## config.mk

```make
export PLATFORM = sky130hd
export DESIGN_NAME = switch_debounce
export DESIGN_NICKNAME = d
export VERILOG_FILES = /design/src/rtl/switch_debounce.sv
export SDC_FILE = /design/constraint.sdc
export NUM_CORES = 1
export LEC_CHECK = 0
export CAP_MARGIN = 40
export CORE_ASPECT_RATIO = 1.25
export CORE_MARGIN = 2
export CORE_UTILIZATION = 51
export CTS_BUF_LIST = sky130_fd_sc_hd__clkbuf_8 sky130_fd_sc_hd__clkbuf_16
export DETAILED_ROUTE_END_ITERATION = 16
export PLACE_DENSITY = 0.85
export RECOVER_POWER = 50
export SYNTH_ARGS = -nofsm -noshare
export SYNTH_HDL_FRONTEND = slang
export SYNTH_SLANG_ARGS = --single-unit
```

## constraint.sdc

```tcl
create_clock -name clk -period 1.85 [get_ports clk]
set_input_delay 0.555 -clock clk [delete_from_list [all_inputs] [get_ports clk]]
set_output_delay 0.555 -clock clk [all_outputs]
set_load 0.05 [all_outputs]
```

## src/rtl/switch_debounce.sv

```systemverilog
// ---------------------------------------------------------------------------------------------
// switch_debounce
//   Debounces five slide switches as a single 5-bit pattern. The raw levels are synchronized
//   through two flops, then a two-state FSM requires the synchronized pattern to hold for
//   DEBOUNCE_CYCLES further cycles before it is committed to the outputs.
//
// Parameters
//   DEBOUNCE_CYCLES  consecutive-cycle stability count (2 .. 2**20)
//
// Ports
//   clk       sole clock, rising edge
//   rst       synchronous active-high reset
//   Sw[4:0]   raw asynchronous switch levels; Sw[4..0] -> Ch7..Ch3
//   Ch7..Ch3  registered debounced levels
//   Changed   one-cycle pulse in the cycle after a new pattern is committed
//   Settling  high while a candidate pattern is being qualified
// ---------------------------------------------------------------------------------------------
module switch_debounce #(
    parameter int unsigned DEBOUNCE_CYCLES = 50000
) (
    input  logic       clk,
    input  logic       rst,
    input  logic [4:0] Sw,
    output logic       Ch7,
    output logic       Ch6,
    output logic       Ch5,
    output logic       Ch4,
    output logic       Ch3,
    output logic       Changed,
    output logic       Settling
);

    localparam int unsigned CW = $clog2(DEBOUNCE_CYCLES + 1);

    localparam logic [CW-1:0] CNT_MAX  = CW'(DEBOUNCE_CYCLES);
    localparam logic [CW-1:0] CNT_ONE  = CW'(1);
    localparam logic [CW-1:0] CNT_ZERO = '0;

    localparam logic [0:0] STABLE   = 1'b0;
    localparam logic [0:0] SETTLING = 1'b1;

    logic [4:0]    s1_q, s2_q;
    logic [4:0]    stable_q, stable_d;
    logic [4:0]    cand_q, cand_d;
    logic [CW-1:0] count_q, count_d;
    logic [0:0]    state_q, state_d;
    logic          changed_q, changed_d;

    // Next-state logic. Only the synchronized value s2_q is ever compared; the whole 5-bit
    // pattern is treated as one unit so bits never commit individually.
    always_comb begin
        stable_d  = stable_q;
        cand_d    = cand_q;
        count_d   = count_q;
        state_d   = state_q;
        changed_d = 1'b0;

        case (state_q)
            STABLE: begin
                if (s2_q != stable_q) begin
                    cand_d  = s2_q;
                    count_d = CNT_ONE;
                    state_d = SETTLING;
                end else begin
                    count_d = CNT_ZERO;
                end
            end
            SETTLING: begin
                if (s2_q == cand_q) begin
                    if (count_q == CNT_MAX) begin
                        stable_d  = cand_q;
                        changed_d = 1'b1;
                        count_d   = CNT_ZERO;
                        state_d   = STABLE;
                    end else begin
                        count_d = count_q + CNT_ONE;
                    end
                end else if (s2_q == stable_q) begin
                    // Bounced back to the committed pattern: drop the candidate quietly.
                    count_d = CNT_ZERO;
                    state_d = STABLE;
                end else begin
                    // A different pattern restarts qualification from one.
                    cand_d  = s2_q;
                    count_d = CNT_ONE;
                end
            end
            default: begin
                count_d = CNT_ZERO;
                state_d = STABLE;
            end
        endcase
    end

    always_ff @(posedge clk) begin
        if (rst) begin
            s1_q      <= '0;
            s2_q      <= '0;
            stable_q  <= '0;
            cand_q    <= '0;
            count_q   <= '0;
            state_q   <= STABLE;
            changed_q <= 1'b0;
        end else begin
            s1_q      <= Sw;
            s2_q      <= s1_q;
            stable_q  <= stable_d;
            cand_q    <= cand_d;
            count_q   <= count_d;
            state_q   <= state_d;
            changed_q <= changed_d;
        end
    end

    assign {Ch7, Ch6, Ch5, Ch4, Ch3} = stable_q;
    assign Changed  = changed_q;
    // A commit always leaves SETTLING on the same edge it raises Changed, so these never overlap.
    assign Settling = (state_q == SETTLING);

endmodule
```

==> out/summary.txt <==
Status: complete, no violations
Crit start category: register
Synthesized netlist net count: 175
Top cell type's share of synthesized area: 44.6%
DRC violations left: 0
Seq/Total Area, Yosys: 44.6%
Worst r2r src: count_q[0]
Fin crit period: 1800 ps
Wirelength per Cell: 14.6 um
Setup CP Type: register to register
Synth area leaders: dfxtp_1 45%, xnor2_1 7.7%, nor2_4 5.9%
Worst hold slack: 452 ps
Core Util, Final: 66.6%
Worst Setup End Kind: register
Hold-fix buffers, CTS: 0
Die width: 55.7 um
Part of the cycle the worst path needs: 97.5%
Drt pass-1 iters: 4
Peak supply drop: 0.000783 V
Final Setup Violations: 0
Routed Antenna Nets: 0
CTS tree: built
Worst EP arrival: 2040 ps
Hold Fails Final Rpt: 0
Mean Syn Cell Area: 10.3 sq um
Place WS: -119 ps
Starting Density: 53.4%
Post-Syn Instances: 166
Yosys warnings: 0
Worst hold start: s1_q[3]
Area Growth Syn to Fin: 24.7%
Initial DRC count: 28
Largest net degree at the start of global routing: 18
Largest area contributor in the netlist: dfxtp_1
FF+latch area: 763 sq um
# diodes: 0
I/O pin count: 14
Peak Freq: 554 MHz
Gr usage total: 20.0%
Hpwl dp: 2.30 mm
Min-delay worst type: register to register
Vias per cell: 5.39
Seq cells post-synth: 38
Cell Chain, Critical Path: inv_1 > ha_2 > and3_4 > nand4_1 > or4b_4 > clkbuf_16 > nor2_1
CP max stage cell: or4b_4
GRT overflow: 0
CP max FO: 8
Placed Instances: 223
H-tree depth: 2
Gpl congestion: 0.825
CP Launch Point: count_q[0]
Clock Pin Slew Worst Setup and Hold Paths: 70 ps
Die area: 3830 sq um
Final Power: 1.73 mW
Port buffer count: 13
Number of CTS-inserted buffers: 5
CTS Sinks: 38
Via Count: 1273
Post-Route Skew: 2.37 ps
Clock buffer depth: 2
Fillers: 247
Final nets: 207
Die Y: 68.7 um
CP peak stage delay: 560 ps
Antenna violations before repair: 0
Worst Slack Setup Final: 45.8 ps
Synth cell types: 32
Vias in the first global route: 1302
Leakage: 0.757 nW
First-pass GRT wire length: 5.76 mm
Clock latency at the later pin of the worst-skew pair: 290 ps
Max cap viols: 0
Worst Tran Pin Value: 595 ps
Final Slew Violations: 0
Worst Path Required: 2080 ps
Mapped Area: 1710 sq um
Final Non-Filler Cells: 236
Final wirelength: 3.45 mm
Area occupied by multi-input gates: 901 sq um
CTS root buffer: clkbuf_8
Worst slew margin: 60.5%
PD cells: 813 nW/um^2
Row count: 23
Fraction of layout cells with a size suffix above 1: 26.6%
Core area: 3190 sq um
## through the flow
stage	area [sq um]	TNS [ps]
floorplan	1710	0
finish	2130	0
global placement	1950	-1070
global route	2130	-15.0
detailed placement	1950	-1810
CTS	2070	0
## layout make-up
class / instances / share of cell area (%)
clock inverter: 3 / 1.88
inverter: 6 / 1.06
timing repair buffer: 31 / 13.5
tap: 37 / 2.18
sequential: 38 / 35.9
clock buffer: 5 / 3.23
multi-input combinational: 116 / 42.3
## critical path: cells and delay by family, from the launching register on
kind,cells,cell delay (ps)
flops,1,320
fa+ha+maj,1,170
buf+inv,2,260
simple gates,4,980
## synth_stat cells, drive strengths merged
library cell / number
a31o: 5
and2: 1
and3: 1
and4: 1
buf: 2
clkbuf: 4
dfxtp: 38
ha: 2
inv: 6
mux2i: 5
nand2: 16
nand3: 6
nand4: 6
nor2: 17
nor2b: 10
nor3: 5
nor4: 8
nor4b: 2
nor4bb: 1
o21ai: 1
o22a: 1
o22ai: 2
or3: 1
or4b: 1
xnor2: 19
xor2: 5
## layout by cell type (no fill, tap or decap), types with 3 or more instances in the layout
master	synthesis	final
clkbuf_4	0	3
nand3_1	6	6
inv_1	6	6
mux2i_1	5	5
nor2_1	7	7
nor2b_1	10	10
nor3_1	5	5
clkbuf_2	0	3
clkdlybuf4s50_1	0	6
dfxtp_1	38	36
nor4_1	8	7
a31o_1	4	4
clkbuf_1	4	3
nor2_4	9	9
xnor2_1	15	15
nand4_1	5	5
xor2_1	5	5
clkbuf_8	0	5
buf_4	0	11
nand2_1	16	16
xnor2_2	4	4
## final timing paths
| kind | endpoint | slack, ps | depth (start not counted) |
|---|---|---|---|
| max | count_q[10] | 50 | 7 |
| min | s2_q[3] | 450 | 1 |
| max reg2reg | count_q[10] | 50 | 7 |
| min reg2reg | s2_q[3] | 450 | 1 |
## routing by layer
layer  share of wire, %  vias up  global-route usage [%]
li1                   -      631                       -
met1                 39      600                    19.4
met2                 55       32                    39.0
met3                3.1       10                    4.48
met4                3.0        0                    12.2
met5                  0        -                       0
## registers in the layout, indices dropped and copies added (netlist names)
| name | flops |
|---|---|
| s2_q | 5 |
| count_q | 16 |
| cand_q | 5 |
| s1_q | 5 |
| stable_q | 5 |
| Settling | 1 |
| Changed | 1 |
## cell families after synthesis
family | Yosys count | share of synthesized area, %
xor gates and xnor gates | 24 | 14.1
AOI/OAI and AO/OA | 9 | 4.11
DFF | 38 | 44.6
buffers and inverters | 12 | 4.03
and+or+nand+nor | 76 | 28.8
adders and majority gates | 2 | 1.47
muxes | 5 | 2.93
## where the power goes
part | switching (mW) | leakage, nW | internal [mW]
sequential | 0.0140 | 0.310 | 0.839
clock | 0.290 | 0.0579 | 0.397
combinational | 0.0994 | 0.389 | 0.0906
## what timing repair did
item,CTS,global route
gates resized for setup,2,5
hold endpoints to repair,0,0
gates cloned,0,2
buffers inserted,0,3
endpoints found under the setup margin,11,16
No activity file was read; power rests on OpenSTA's default activity.
